### config.mk
export PLATFORM = sky130hd
export DESIGN_NAME = match_controller
export DESIGN_NICKNAME = d
export VERILOG_FILES = /design/src/rtl/match_controller_pkg.sv /design/src/rtl/match_controller_tick_gen.sv /design/src/rtl/match_controller.sv
export SDC_FILE = /design/constraint.sdc
export NUM_CORES = 1
export LEC_CHECK = 0
export BUFFER_PORTS_ARGS = -buffer_cell sky130_fd_sc_hd__buf_2
export CAP_MARGIN = 20
export CORE_MARGIN = 2
export CORE_UTILIZATION = 45
export CTS_CLUSTER_DIAMETER = 120
export DETAILED_ROUTE_END_ITERATION = 12
export GPL_TIMING_DRIVEN = 0
export PLACE_DENSITY = 0.72
export SYNTH_ARGS = -nofsm -noshare
export SYNTH_HDL_FRONTEND = slang
export SYNTH_SLANG_ARGS = --single-unit
### constraint.sdc
create_clock -name clk -period 2.2 [get_ports clk]
set_input_delay 0.11 -clock clk [delete_from_list [all_inputs] [get_ports clk]]
set_output_delay 0.11 -clock clk [all_outputs]
set_load 0.03 [all_outputs]
### src/rtl/match_controller_pkg.sv
// Shared game definitions: action encodings, FSM and result encodings,
// and the small predicates used by the match sequencer.
package match_controller_pkg;

    localparam int ACT_W = 6;

    localparam logic [ACT_W-1:0] ACT_RIGHT   = 6'b100000;
    localparam logic [ACT_W-1:0] ACT_LEFT    = 6'b010000;
    localparam logic [ACT_W-1:0] ACT_WAIT    = 6'b001000;
    localparam logic [ACT_W-1:0] ACT_JUMP    = 6'b000100;
    localparam logic [ACT_W-1:0] ACT_KICK    = 6'b000010;
    localparam logic [ACT_W-1:0] ACT_PUNCH   = 6'b000001;
    localparam logic [ACT_W-1:0] ACT_DEFAULT = ACT_WAIT;

    typedef enum logic [2:0] {
        ST_IDLE       = 3'd0,
        ST_COUNTDOWN  = 3'd1,
        ST_FIGHT      = 3'd2,
        ST_ROUND_END  = 3'd3,
        ST_MATCH_OVER = 3'd4
    } state_t;

    typedef enum logic [1:0] {
        RES_NONE  = 2'b00,
        RES_LEFT  = 2'b01,
        RES_RIGHT = 2'b10,
        RES_DRAW  = 2'b11
    } result_t;

    // Health of 6 or 7 can only come from an underflow wrap, so it counts as KO.
    function automatic logic is_ko(input logic [2:0] health);
        return (health == 3'd0) || (health >= 3'd6);
    endfunction

    function automatic logic [ACT_W-1:0] sanitize(input logic [ACT_W-1:0] req);
        if ((req != '0) && ((req & (req - 6'd1)) == '0))
            return req;
        return ACT_DEFAULT;
    endfunction

endpackage

### src/rtl/match_controller_tick_gen.sv
// Game tick divider: tick is high in the last cycle of every TICK_DIV-cycle
// period; a synchronous clear restarts the period.
module game_tick_gen #(
    parameter int TICK_DIV = 4
) (
    input  logic clk,
    input  logic rst_n,
    input  logic clear,
    output logic tick
);

    localparam int CW = (TICK_DIV > 1) ? $clog2(TICK_DIV) : 1;
    localparam logic [CW-1:0] LAST = CW'(TICK_DIV - 1);

    logic [CW-1:0] count;

    always_ff @(posedge clk or negedge rst_n) begin
        if (!rst_n)
            count <= '0;
        else if (clear || (count == LAST))
            count <= '0;
        else
            count <= count + CW'(1);
    end

    assign tick = (count == LAST);

endmodule

### src/rtl/match_controller.sv
// Two-player match sequencer: countdown, paced fight rounds, round scoring
// and match end. Owns the players' round reset and issues one action per tick.
module match_controller
    import match_controller_pkg::*;
#(
    parameter int TICK_DIV        = 4,
    parameter int COUNTDOWN_TICKS = 3,
    parameter int ROUND_TICKS     = 30,
    parameter int ROUNDS_TO_WIN   = 2
) (
    input  logic             clk,
    input  logic             rst_n,
    input  logic             start,
    input  logic [ACT_W-1:0] left_req,
    input  logic [ACT_W-1:0] right_req,
    input  logic [2:0]       left_health,
    input  logic [2:0]       right_health,
    output logic [ACT_W-1:0] left_action,
    output logic [ACT_W-1:0] right_action,
    output logic             action_valid,
    output logic             round_rst_n,
    output logic [2:0]       state,
    output logic [5:0]       round_timer,
    output logic [1:0]       left_wins,
    output logic [1:0]       right_wins,
    output logic [1:0]       round_result,
    output logic             match_over
);

    localparam int CD_W = (COUNTDOWN_TICKS > 1) ? $clog2(COUNTDOWN_TICKS) : 1;
    localparam logic [CD_W-1:0] CD_LAST    = CD_W'(COUNTDOWN_TICKS - 1);
    localparam logic [1:0]      WIN_TARGET = 2'(ROUNDS_TO_WIN);

    state_t           state_q, state_d;
    logic [CD_W-1:0]  cd_q, cd_d;
    logic [5:0]       timer_d;
    logic [1:0]       lw_d, rw_d, res_d;
    logic [ACT_W-1:0] left_act_d, right_act_d;
    logic             valid_d, rrst_d;
    logic             left_ko, right_ko;
    logic             tick, tick_clear;

    function automatic logic [1:0] win_inc(input logic [1:0] w);
        return (w >= WIN_TARGET) ? w : w + 2'd1;
    endfunction

    game_tick_gen #(.TICK_DIV(TICK_DIV)) u_tick (
        .clk   (clk),
        .rst_n (rst_n),
        .clear (tick_clear),
        .tick  (tick)
    );

    // Every state change restarts the tick period so each state lasts whole ticks.
    assign tick_clear = (state_d != state_q);

    always_comb begin
        state_d     = state_q;
        cd_d        = cd_q;
        timer_d     = round_timer;
        lw_d        = left_wins;
        rw_d        = right_wins;
        res_d       = round_result;
        left_act_d  = ACT_DEFAULT;
        right_act_d = ACT_DEFAULT;
        valid_d     = 1'b0;
        left_ko     = is_ko(left_health);
        right_ko    = is_ko(right_health);

        case (state_q)
            ST_IDLE: begin
                if (start) begin
                    lw_d    = '0;
                    rw_d    = '0;
                    res_d   = RES_NONE;
                    state_d = ST_COUNTDOWN;
                end
            end
            ST_COUNTDOWN: begin
                if (tick) begin
                    if (cd_q == CD_LAST) begin
                        timer_d = 6'(ROUND_TICKS);
                        state_d = ST_FIGHT;
                    end else begin
                        cd_d = cd_q + CD_W'(1);
                    end
                end
            end
            ST_FIGHT: begin
                if (tick) begin
                    if (left_ko && right_ko) begin
                        res_d   = RES_DRAW;
                        state_d = ST_ROUND_END;
                    end else if (left_ko) begin
                        res_d   = RES_RIGHT;
                        rw_d    = win_inc(right_wins);
                        state_d = ST_ROUND_END;
                    end else if (right_ko) begin
                        res_d   = RES_LEFT;
                        lw_d    = win_inc(left_wins);
                        state_d = ST_ROUND_END;
                    end else if (round_timer == 6'd0) begin
                        if (left_health > right_health) begin
                            res_d = RES_LEFT;
                            lw_d  = win_inc(left_wins);
                        end else if (right_health > left_health) begin
                            res_d = RES_RIGHT;
                            rw_d  = win_inc(right_wins);
                        end else begin
                            res_d = RES_DRAW;
                        end
                        state_d = ST_ROUND_END;
                    end else begin
                        left_act_d  = sanitize(left_req);
                        right_act_d = sanitize(right_req);
                        valid_d     = 1'b1;
                        timer_d     = round_timer - 6'd1;
                    end
                end
            end
            ST_ROUND_END: begin
                if (tick)
                    state_d = ((left_wins == WIN_TARGET) || (right_wins == WIN_TARGET))
                              ? ST_MATCH_OVER : ST_COUNTDOWN;
            end
            ST_MATCH_OVER: begin
                if (start) begin
                    lw_d    = '0;
                    rw_d    = '0;
                    state_d = ST_COUNTDOWN;
                end
            end
            default: state_d = ST_IDLE;
        endcase

        if (state_d != ST_COUNTDOWN)
            cd_d = '0;
        // Players run only while fighting or while final health is on display.
        rrst_d = (state_d == ST_FIGHT) || (state_d == ST_ROUND_END);
    end

    always_ff @(posedge clk or negedge rst_n) begin
        if (!rst_n) begin
            state_q      <= ST_IDLE;
            cd_q         <= '0;
            round_timer  <= '0;
            left_wins    <= '0;
            right_wins   <= '0;
            round_result <= RES_NONE;
            left_action  <= ACT_DEFAULT;
            right_action <= ACT_DEFAULT;
            action_valid <= 1'b0;
            round_rst_n  <= 1'b0;
        end else begin
            state_q      <= state_d;
            cd_q         <= cd_d;
            round_timer  <= timer_d;
            left_wins    <= lw_d;
            right_wins   <= rw_d;
            round_result <= res_d;
            left_action  <= left_act_d;
            right_action <= right_act_d;
            action_valid <= valid_d;
            round_rst_n  <= rrst_d;
        end
    end

    assign state      = state_q;
    assign match_over = (state_q == ST_MATCH_OVER);

endmodule
-- Yosys cells after proc, flatten, opt, wreduce, memory -nomap -nowiden
Index checks and enable logic that the tools add are counted.
- magnitude comparators: 6
- equality and inequality tests: 29
- bitwise logic cells: 2
- multiplexer cells: 86
- add/subtract/negate cells: 7
- reductions and logical operators: 27
- operators with widths (operator ; count):
    $mux 6 ; 23
    $mux 2 ; 27
    $mux 3 ; 10
    $mux 1 ; 21
    $logic_not 6->1 ; 3
    $ne 3x3->1 const B ; 6
    $sub 6x1->6 const B ; 3
    $ne 2x2->1 const B ; 8
    $reduce_and 8->1 ; 2
    $and 6x6->6 ; 2
    $eq 3x2->1 const B ; 4
    $pmux 2 s2 ; 3
    $pmux 3 s4 ; 1
    $pmux 6 s2 ; 1
    $reduce_bool 6->1 ; 2
    $reduce_bool 2->1 ; 5
    $logic_not 3->1 ; 3
    $add 2x1->2 const B ; 4
    $eq 2x2->1 const B ; 4
    $reduce_and 7->1 ; 1
    $ge 3x3->1 const B ; 2
    $gt 3x3->1 ; 2
    $logic_or 1x1->1 ; 5
    $ne 5x5->1 const B ; 1
    other kinds (10) ; 14
- bits of input ports: 21
- flip-flop bits (word level): 33
- word-level logic and storage cells: 168

-- Longest topological paths before layout
Gate-level depths: netlist of run 1.
- depth after elaboration: 18
- depth in mapped cells: 8
- depth with buffers taken out: 7

-- Hierarchy
Synthesis of run 1 repeated with hierarchy kept, for this count alone.
- cells, all modules: 202
- area, all modules: 1896.8 um^2
- by module, submodules not included (module ; cells an instance ; area an instance (um^2) ; times used):
    match_controller ; 197 ; 1811.7 ; 1
    game_tick_gen ; 5 ; 85.1 ; 1

-- Worst setup path after synthesis of run 1
OpenSTA, ideal clock, no wires.
- kind: flip-flop to flip-flop
- start: register round_timer[0]
- end: register left_wins[1]
- cell stages (with the launch flop): 8
- library setup time: 0.125 ns
- arrival: 1.828 ns
- path buffers: 0
- slack: 0.247 ns
- data required time: 2.075 ns
- period minus slack after synthesis: 1.953 ns
- cell sequence: dfrtp_1 -> inv_1 -> ha_1 -> nor3b_2 -> nand2_1 -> nor3_1 -> o22ai_2 -> mux2_4
- word-level cells in the longest chain between the ends: 3
- ends and longest elaborated chain (item ; line ; source):
    start, declared ; match_controller.sv:23 ; output logic [5:0] round_timer,
    start signal, assigned ; match_controller.sv:157 ; round_timer <= timer_d;
    $logic_not 6->1 ; match_controller.sv:102 ; end else if (round_timer == 6'd0) begin
    $ne 3x3->1 (no source line) ; - ;
    $reduce_and 7->1 (no source line) ; - ;
    end signal, assigned ; match_controller.sv:158 ; left_wins <= lw_d;
    end, declared ; match_controller.sv:24 ; output logic [1:0] left_wins,
No other way between the ends.
A chain may end at the register's enable or synchronous reset.

-- Final worst setup path of run 1
Ends and elaborated chain as after synthesis.

==> out/qor.txt, run 1 <==
row cnt: 23
Reg2Reg Setup Slack: 0.18 ns
P&R area growth vs syn: 21.9%
PD cells: 884 nW/um2
Die W: 69.5 um
Final ANT Viol Nets: 0
Worst setup EP type: register
synthesized flop and latch total: 33
clock sink total: 33
Via density: 5.46
final hold vios: 0
die area: 4840 um2
post-route cell area: 2360 um2
Distinct cells, synth: 52
port bufs: 50
Clock Pin Slew Worst Setup and Hold Paths: 0.07 ns
Max VDD drop: 0.356 mV
Post-Syn Area: 1930 um2
leakage power: 1.16 nW
end of the critical path: left_wins[1]
H-tree depth: 2
share of layout cells above drive strength 1: 35.1%
vias in the first global route: 1462
Root Driver: clkbuf_8
Iter 0 DRT Violations: 102
Mapped Cells: 186
Tot Pwr: 2.08 mW
final number of setup-violating endpoints: 0
launch point of the worst reg-to-reg path: round_timer[0]
status: finished, final reports clean
gr ovfl total: 0
total core area: 4060 um2
CP max-delay cell: dfrtp_1
worst min path class: input pin to register
CP cell instances: inv_1 -> ha_1 -> nor3b_4 -> nand2_1 -> nor3_1 -> o22ai_2 -> mux2_4
achievable clock frequency: 496 MHz
io pins: 51
Final TNS setup: 0 ns
R2R cell count: 7
Tot GR Track Use: 17.0%
register area share after synthesis: 42.8%
Worst Tran Pin Value: 0.726 ns
yosys warns: 0
dominant cell type by area after synthesis: dfrtp_1
syn avg cell area: 10.4 um2
dpl ws: 0.201 ns
normalized max-slew margin: 51.6%
WL final: 3.98 mm
Critical Path RT: 2.38 ns
DR DRC count: 0
Max Slew Vio Count: 0
worst r2r dst: left_wins[1]
type of origin of the critical path: register
die height: 69.5 um
Critical path origin: round_timer[0]
CP max stage delay: 0.45 ns
CTS buffer count: 5
RSZ-0062 raised after global routing: no
Max Cap Viol: 0
largest net degree at the start of global routing: 34
Worst Path Arrival: 2.20 ns
post-CTS setup buffers: 0
Worst Clk Skew: 0.0106 ns
GPL Wtd Cong: 0.762
initial core utilization: 47.6%
Post-Syn Nets: 215
DPL Wire Length: 2.95 mm
clock latency on the worst-skew pair: 0.29 ns
DR WL/cell: 13.5 um
final worst slack: 0.182 ns
Tmin final: 2.02 ns
drt pass-1 iters: 4
placed cell area: 2250 um2
Final #Nets: 273
Clock Path Buffers: 2
Antenna Cells: 0
first-pass GRT wire length: 6.53 mm
TritonCTS clock tree: done
top cells by area, synth: dfrtp_1 40%, ha_1 5.2%, and3_1 3.9%
final worst path period share: 91.7%
top cell type's share of synthesized area: 40.1%
worst-path fanout max: 5
antenna violations before repair: 0
Setup CP Type: register to register
via count: 1612
Hold Slack: 0.0655 ns
worst max-delay path, delay by kind of cell, from the launching register on:
kind	cells	cell delay (ns)
adders and majority gates	1	0.21
and+or+nand+nor	3	0.68
DFF	1	0.45
buffers and inverters	1	0.11
AOI/OAI and AO/OA	1	0.14
muxes	1	0.31
cell usage in the layout (no fill, tap or decap), types with 2 or more instances in the layout:
cell	instances
a21oi_1	12
a21oi_2	2
a311oi_1	2
and2_1	2
and2_4	2
and3_1	12
buf_2	51
clkbuf_1	2
clkbuf_8	6
dfrtp_1	31
dfstp_2	2
ha_1	8
inv_1	11
maj3_1	2
mux2i_1	4
nand2_1	10
nand3_1	3
nand4b_1	2
nor2_1	20
nor2b_1	2
nor3_1	6
nor3b_2	2
nor3b_4	2
nor4_2	2
nor4bb_1	2
o21a_1	3
o21ai_0	4
o21ai_1	4
o22a_1	3
o32ai_2	2
or2_2	3
or3_1	3
per-stage QoR:
step	cells	util (%)
after floorplan	186	-
after global placement	286	55.4
after detailed placement	286	55.4
after CTS	295	57.9
after global routing	295	58.1
final	295	58.1
routing by layer:
layer  routed length (um)  vias up  track usage (%)  part of all wire, %
met5                    0        -                0                    0
met4                   70        0             8.06                  1.8
met3                  246        7             4.94                  6.2
met2                 1830       40             26.6                   46
met1                 1830      769             21.5                   46
li1                     -      796                -                    -
cells in the mapped netlist (all sizes together):
master	instances
o2111ai	1
dfrtp	31
nand3b	2
a311oi	3
mux2i	4
a21oi	14
nor4bb	2
o22a	3
ha	8
maj3	2
nor4	3
o41ai	1
nand3	3
nand4	1
or3	3
o32ai	3
o22ai	2
nor2	20
xor2	1
buf	2
nor3b	5
a21bo	1
or2	3
nor2b	2
nor3	7
and3	12
dfstp	2
inv	11
nand2	10
o21a	3
o21ai	9
xnor2	1
nand4bb	1
nor4b	1
clkbuf	1
nand4b	2
mux2	2
and2	4
power by group:
group / total [mW] / leakage, nW / internal (mW) / switching [mW]
Sequential: 0.815 / 0.427 / 0.709 / 0.106
Combinational: 0.784 / 0.685 / 0.303 / 0.482
Clock: 0.484 / 0.0445 / 0.254 / 0.230
Total: 2.08 / 1.16 / 1.27 / 0.817
registers in the layout (all words and copies together) (netlist names):
signal	count
right_wins	2
cd_q	2
u_tick.count	2
round_result	2
right_action	6
round_timer	6
left_wins	2
left_action	6
state	3
action_valid	1
round_rst_n	1
worst min-delay path by stage:
stage | start | end | slack, ns | cells after the start
final | left_req[3] | left_action[3] | 0.07 | 3
after global placement | rst_n | u_tick.count[0] | 0.21 | 1
after CTS | left_req[3] | left_action[3] | 0.06 | 3
after global routing | left_req[3] | left_action[3] | 0.08 | 3
after floorplan | rst_n | action_valid | -0.19 | 0
after detailed placement | rst_n | round_rst_n | 0.22 | 1
cell families (layout without fill, tap and decap cells):
kind of cell,Yosys count,count (layout),share of synthesized area [%]
compound gates,40,40,16.1
fa+ha+maj,10,10,6.21
xor+xnor,2,2,0.906
buf+inv,14,73,3.17
simple gates,81,81,27.4
mux,6,6,3.43
flops,33,33,42.8
repair_timing:
| action | CTS | global route |
|---|---|---|
| hold buffers | 1 | 0 |
| resized for setup | 0 | 1 |
| endpoints found under the setup margin | 0 | 1 |
| hold endpoints to repair | 31 | 0 |
final cells by class:
cell class / instances / area (um2)
timing repair buffer: 51 / 260
inverter: 11 / 41.3
multi-input combinational: 139 / 1050
tap: 50 / 62.6
sequential: 33 / 828
clock buffer: 7 / 86.3
fill: 368 / 1700
clock inverter: 1 / 7.51
buffer: 3 / 20.0
Power figures use the tool's default switching activity.
==> run 2: changes to the inputs <==
==> constraint.sdc (replaced) <==
create_clock -name clk -period 2.2 [get_ports clk]
set_input_delay 0.33 -clock clk [delete_from_list [all_inputs] [get_ports clk]]
set_output_delay 0.33 -clock clk [all_outputs]
set_load 0.03 [all_outputs]
==> run 2 against run 1 <==
Against the previous run:
- worst setup slack worse by 0.0035 ns
- clock power is essentially flat
- sequential power is essentially flat
- first-iteration DRC count is 5.9% lower
- flip-flop and latch count did not move
- die area did not move
- combinational power about the same
- non-clock buffer count decreased by 1
- total power shrank 0.15%
- critical path type unchanged
- critical endpoint unchanged
==> out/qor.txt, run 2 (synthesized netlist as in run 1, its figures left out) <==
clock sink total: 33 (unchanged)
Worst Path Arrival: 2.20 ns (about the same)
CTS buffer count: 5 (unchanged)
dpl ws: 0.201 ns (unchanged)
Worst setup EP type: register
Max Slew Vio Count: 0 (unchanged)
normalized max-slew margin: 52.4% (+0.76 points)
Tot GR Track Use: 16.9% (-0.062 points)
commonest non-fill, non-tap cells in the layout: 51 x buf_2, 31 x dfrtp_1, 20 x nor2_1
DR DRC count: 0 (unchanged)
gr ovfl total: 0 (unchanged)
row cnt: 23 (unchanged)
PD cells: 887 nW/um2 (+0.27%)
Hold Slack: 0.0918 ns (+0.0262 ns)
io pins: 51 (unchanged)
RSZ-0062 raised after global routing: no
clock latency on the worst-skew pair: 0.29 ns (about the same)
P&R area growth vs syn: 21.4%
Worst Tran Pin Value: 0.715 ns (-0.0113 ns)
initial core utilization: 47.6% (unchanged)
Final ANT Viol Nets: 0 (unchanged)
CP cell instances: inv_1 -> ha_1 -> nor3b_4 -> nand2_1 -> nor3_1 -> o22ai_2 -> mux2_4
Clock Path Buffers: 2 (unchanged)
first-pass GRT wire length: 6.51 mm (-0.43%)
die height: 69.5 um (unchanged)
final hold vios: 0 (unchanged)
GPL Wtd Cong: 0.762 (unchanged)
Iter 0 DRT Violations: 96 (-5.9%)
Via density: 5.44 (-0.41%)
final worst slack: 0.178 ns (-0.00349 ns)
Critical Path RT: 2.38 ns (about the same)
TritonCTS clock tree: done
status: finished, final reports clean
port bufs: 50 (unchanged)
Worst Path Buf+Inv: 1 (unchanged)
final core utilization: 57.8% (-0.25 points)
H-tree depth: 2 (unchanged)
worst-path fanout max: 5 (unchanged)
largest registers: left_action: 6 flops, right_action: 6 flops, round_timer: 6 flops
commonest non-fill, non-tap cell in the layout: buf_2
Final TNS setup: 0 ns (unchanged)
Tmin final: 2.02 ns (+0.00350 ns)
launch point of the worst reg-to-reg path: round_timer[0]
achievable clock frequency: 495 MHz (-0.17%)
Root Driver: clkbuf_8
cell total after placement: 286 (unchanged)
Die W: 69.5 um (unchanged)
Final #Nets: 272 (-0.37%)
largest net degree at the start of global routing: 34 (unchanged)
Setup CP Type: register to register
Max VDD drop: 0.354 mV (-0.81%)
Clock Pin Slew Worst Setup and Hold Paths: 0.07 ns (about the same)
Worst Clk Skew: 0.00974 ns (-0.000855 ns)
via count: 1600 (-0.74%)
final number of setup-violating endpoints: 0 (unchanged)
CP max stage delay: 0.45 ns (about the same)
type of origin of the critical path: register
share of layout cells above drive strength 1: 35.2% (+0.14 points)
leakage power: 1.15 nW (-0.36%)
vias in the first global route: 1450 (-0.82%)
Max Cap Viol: 0 (unchanged)
Critical path origin: round_timer[0]
worst min path class: input pin to asynchronous set/reset pin
WL final: 3.96 mm (-0.53%)
Layout Cells excl Fill: 294 (-0.34%)
post-CTS setup buffers: 0 (unchanged)
final worst path period share: 91.9% (+0.16 points)
total core area: 4060 um2 (unchanged)
die area: 4840 um2 (unchanged)
antenna violations before repair: 0 (unchanged)
drt pass-1 iters: 4 (unchanged)
Antenna Cells: 0 (unchanged)
# hold bufs at CTS: 0 (-1)
DPL Wire Length: 2.95 mm (unchanged)
DR WL/cell: 13.5 um (-0.19%)
CP top delay family: simple AND/OR/NAND/NOR gates
CP max-delay cell: dfrtp_1
==> run 2: changes by cell type in the layout (fill, tap and decap cells not counted), sizes merged <==
| cell | delta |
|---|---|
| dlygate4sd3 | -1 |
==> run 2: routing by layer <==
metal	track usage [%]	vias to the layer above	wire length, um
met3	4.94	7	263
met4	8.06	0	70
li1	-	794	-
met1	21.5	757	1800
met2	26.4	42	1820
met5	0	-	0
==> run 2: path summary, 6_finish.rpt <==
kind,end,slack [ns],cells after the start
max,left_wins[1],0.18,7
min reg2reg,u_tick.count[0],0.44,1
min in group clk,left_action[3],0.29,3
max in group asynchronous,right_action[2],1.64,1
min,round_result[1],0.09,1
max reg2reg,left_wins[1],0.18,7
==> run 2: power by group <==
group	internal [mW]	total, mW	switching (mW)
clock network	0.254	0.483	0.229
registers	0.709	0.815	0.106
logic	0.302	0.782	0.480
==> run 2: worst reg2reg max path, delay by kind of cell (launching register included) <==
| kind | cells | cell delay, ns |
|---|---|---|
| buf+inv | 1 | 0.11 |
| mux | 1 | 0.31 |
| simple gates | 3 | 0.68 |
| compound gates | 1 | 0.15 |
| flops | 1 | 0.45 |
| fa+ha+maj | 1 | 0.21 |
==> run 2: area by class of cell <==
class,instances,area (um2)
fillers,369,1710
multi-input cells,139,1050
flip-flops and latches,33,828
repair buffers,50,250
clock buffers,7,86.3
well taps,50,62.6
inverters,11,41.3
plain buffers,3,20.0
clock inverters,1,7.51
==> run 2: per-stage QoR <==
step	instance area (um2)	power [mW]
2_1_floorplan	1930	1.39
5_1_grt	2350	2.21
6_report	2350	2.08
3_5_place_dp	2250	1.61
3_3_place_gp	2250	1.59
4_1_cts	2340	2.10
==> run 2: what timing repair did <==
| item | 4_1_cts | 5_1_grt |
|---|---|---|
| setup endpoints to repair | 0 | 1 |
| hold endpoints to repair | 0 | 0 |
| gates resized for setup | 0 | 1 |
==> run 3: changes to the inputs <==
--- a/config.mk
+++ b/config.mk
@@ -11,7 +11,6 @@
 export CORE_UTILIZATION = 45
 export CTS_CLUSTER_DIAMETER = 120
 export DETAILED_ROUTE_END_ITERATION = 12
-export GPL_TIMING_DRIVEN = 0
 export PLACE_DENSITY = 0.72
 export SYNTH_ARGS = -nofsm -noshare
 export SYNTH_HDL_FRONTEND = slang
==> constraint.sdc (replaced) <==
create_clock -name clk -period 2.2 [get_ports clk]
set_input_delay 0.11 -clock clk [delete_from_list [all_inputs] [get_ports clk]]
set_output_delay 0.11 -clock clk [all_outputs]
set_load 0.03 [all_outputs]
==> run 3 against run 2 <==
Against the previous run:
- routed wire length decreased by 3.4%
- die area unchanged
- maximum frequency decreased by 0.72%
- first-iteration DRC count decreased by 45%
- worst hold slack got worse by 0.020 ns
- worst setup slack got worse by 0.015 ns
- combinational power decreased by 3.2%
- clock skew decreased by 0.0055 ns
- sequential share of layout area decreased by 0.056 points
- count of clock-buffer cells in the layout decreased by 2
- largest power group unchanged
- highest routed layer unchanged
==> out/qor.txt, run 3 (synthesized netlist as in run 1, its figures left out) <==
status: finished, final reports clean
commonest non-fill, non-tap cell in the layout: buf_2
clock sink total: 33 (unchanged)
normalized max-slew margin: 52.9% (+0.57 points)
WL final: 3.82 mm (-3.4%)
launch point of the worst reg-to-reg path: round_timer[0]
Die W: 69.5 um (unchanged)
initial core utilization: 47.6% (unchanged)
Worst setup EP type: register
CP max stage delay: 0.44 ns (about the same)
worst-path fanout max: 5 (unchanged)
post-CTS setup buffers: 0 (unchanged)
TritonCTS clock tree: done
PD cells: 865 nW/um2 (-2.4%)
die height: 69.5 um (unchanged)
die area: 4840 um2 (unchanged)
post_cts resized: 0 (unchanged)
Iter 0 DRT Violations: 53 (-45%)
row cnt: 23 (unchanged)
Critical Path RT: 2.36 ns (-0.02 ns)
antenna violations before repair: 0 (unchanged)
share of layout cells above drive strength 1: 35.9% (+0.67 points)
commonest non-fill, non-tap cells in the layout: 50 x buf_2, 31 x dfrtp_1, 20 x nor2_1
largest net degree at the start of global routing: 34 (unchanged)
vias in the first global route: 1532 (+5.7%)
Via density: 5.42 (-0.40%)
Worst Clk Skew: 0.00421 ns (-0.00553 ns)
Critical path origin: round_timer[0]
area of the multi-input gates: 1040 um2 (-0.60%)
CP max-delay cell: dfrtp_1
worst min path class: input pin to register
Register Area: 828 um2 (unchanged)
Worst Tran Pin Value: 0.706 ns (-0.00852 ns)
final hold vios: 0 (unchanged)
first-pass GRT wire length: 6.74 mm (+3.6%)
Max VDD drop: 0.457 mV (+29%)
Setup CP Type: register to register
Worst Path Buf+Inv: 1 (unchanged)
placed cell area: 2250 um2 (+0.11%)
Clock Path Buffers: 2 (unchanged)
Max Cap Viol: 0 (unchanged)
Tmin final: 2.04 ns (+0.0147 ns)
CP cell instances: inv_1 -> ha_1 -> nor3b_2 -> nand2_1 -> nor3_1 -> o22ai_2 -> mux2_4
Final TNS setup: 0 ns (unchanged)
Worst Path Arrival: 2.20 ns (about the same)
largest registers: left_action: 6 flops, right_action: 6 flops, round_timer: 6 flops
# fillers: 371 (+0.54%)
Max Slew Vio Count: 0 (unchanged)
final number of setup-violating endpoints: 0 (unchanged)
P&R area growth vs syn: 21.6%
# hold bufs at CTS: 1 (+1)
clock latency on the worst-skew pair: 0.27 ns (-0.02 ns)
DR DRC count: 0 (unchanged)
Hold Crit Start: left_req[3]
RSZ-0062 raised after global routing: no
io pins: 51 (unchanged)
leakage power: 1.14 nW (-0.79%)
Clock Pin Slew Worst Setup and Hold Paths: 0.07 ns (about the same)
port bufs: 50 (unchanged)
CTS buffer count: 5 (unchanged)
achievable clock frequency: 491 MHz (-0.72%)
DPL Wire Length: 3.01 mm (+1.9%)
Tot GR Track Use: 16.9% (about the same)
GPL Wtd Cong: 0.820 (+7.5%)
Root Driver: clkbuf_8
Final #Nets: 273 (+0.37%)
type of origin of the critical path: register
CP top delay family: simple AND/OR/NAND/NOR gates
final worst path period share: 92.6% (+0.67 points)
total core area: 4060 um2 (unchanged)
DR WL/cell: 12.9 um (-3.7%)
H-tree depth: 2 (unchanged)
gr ovfl total: 0 (unchanged)
post-route cell area: 2350 um2 (+0.16%)
Final ANT Viol Nets: 0 (unchanged)
via count: 1599 (-0.063%)
drt pass-1 iters: 4 (unchanged)
Antenna Cells: 0 (unchanged)
run 3: cell count changes in the layout (fill, tap and decap cells not counted):
cell           change
buf_6              -1
nor3b_2            +1
dlygate4sd3_1      +1
clkinvlp_4         +2
buf_2              -1
clkbuf_1           -2
clkbuf_8           -1
nor3b_4            -1
buf_4              +3
run 3: worst paths after layout:
kind / cells after the start / slack [ns] / end
worst max-delay path: 7 / 0.16 / left_wins[1]
worst min-delay path: 3 / 0.07 / left_action[3]
worst max register to register: 7 / 0.16 / left_wins[1]
worst min register to register: 1 / 0.44 / u_tick.count[0]
max in group asynchronous: 2 / 1.32 / round_timer[2]
min in group asynchronous: 2 / 0.42 / right_wins[0]
run 3: power by group:
part           leakage (nW)  total [mW]  switching [mW]  internal [mW]
Clock                0.0364       0.446           0.224          0.222
Sequential            0.427       0.830           0.122          0.709
Combinational         0.680       0.757           0.461          0.295
Total                  1.14        2.03           0.807           1.23
run 3: final cells by class:
type | instances | share of cell area (%)
Timing Repair Buffer | 54 | 12.0
Tap cell | 50 | 2.66
Multi-Input combinational cell | 139 | 44.4
Clock buffer | 5 | 2.93
Inverter | 11 | 1.76
Clock inverter | 3 | 0.958
Sequential cell | 33 | 35.3
run 3: worst register-to-register path, delay by kind of cell, from the launching register on:
kind	cells	cell delay, ns
simple gates	3	0.75
flops	1	0.44
mux	1	0.31
fa+ha+maj	1	0.18
compound gates	1	0.15
buf+inv	1	0.10
run 3: through the flow:
| stage | hold slack (ns) | cells | setup slack (ns) | util (%) | total power, mW |
|---|---|---|---|---|---|
| after floorplan | -0.186 | 186 | 0.247 | - | 1.39 |
| after global placement | 0.205 | 286 | 0.305 | 55.4 | 1.58 |
| after detailed placement | 0.203 | 286 | 0.222 | 55.4 | 1.60 |
| after CTS | 0.0669 | 295 | 0.204 | 57.9 | 2.05 |
| after global routing | 0.0881 | 295 | 0.0578 | 57.9 | 2.19 |
| final | 0.0720 | 295 | 0.164 | 57.9 | 2.03 |
run 3: metal layers:
metal,vias to the layer above,global-route usage [%],wire (um)
li1,802,-,-
met5,-,0,0
met1,760,22.0,1770
met3,2,4.36,220
met2,35,27.9,1810
met4,0,4.79,14
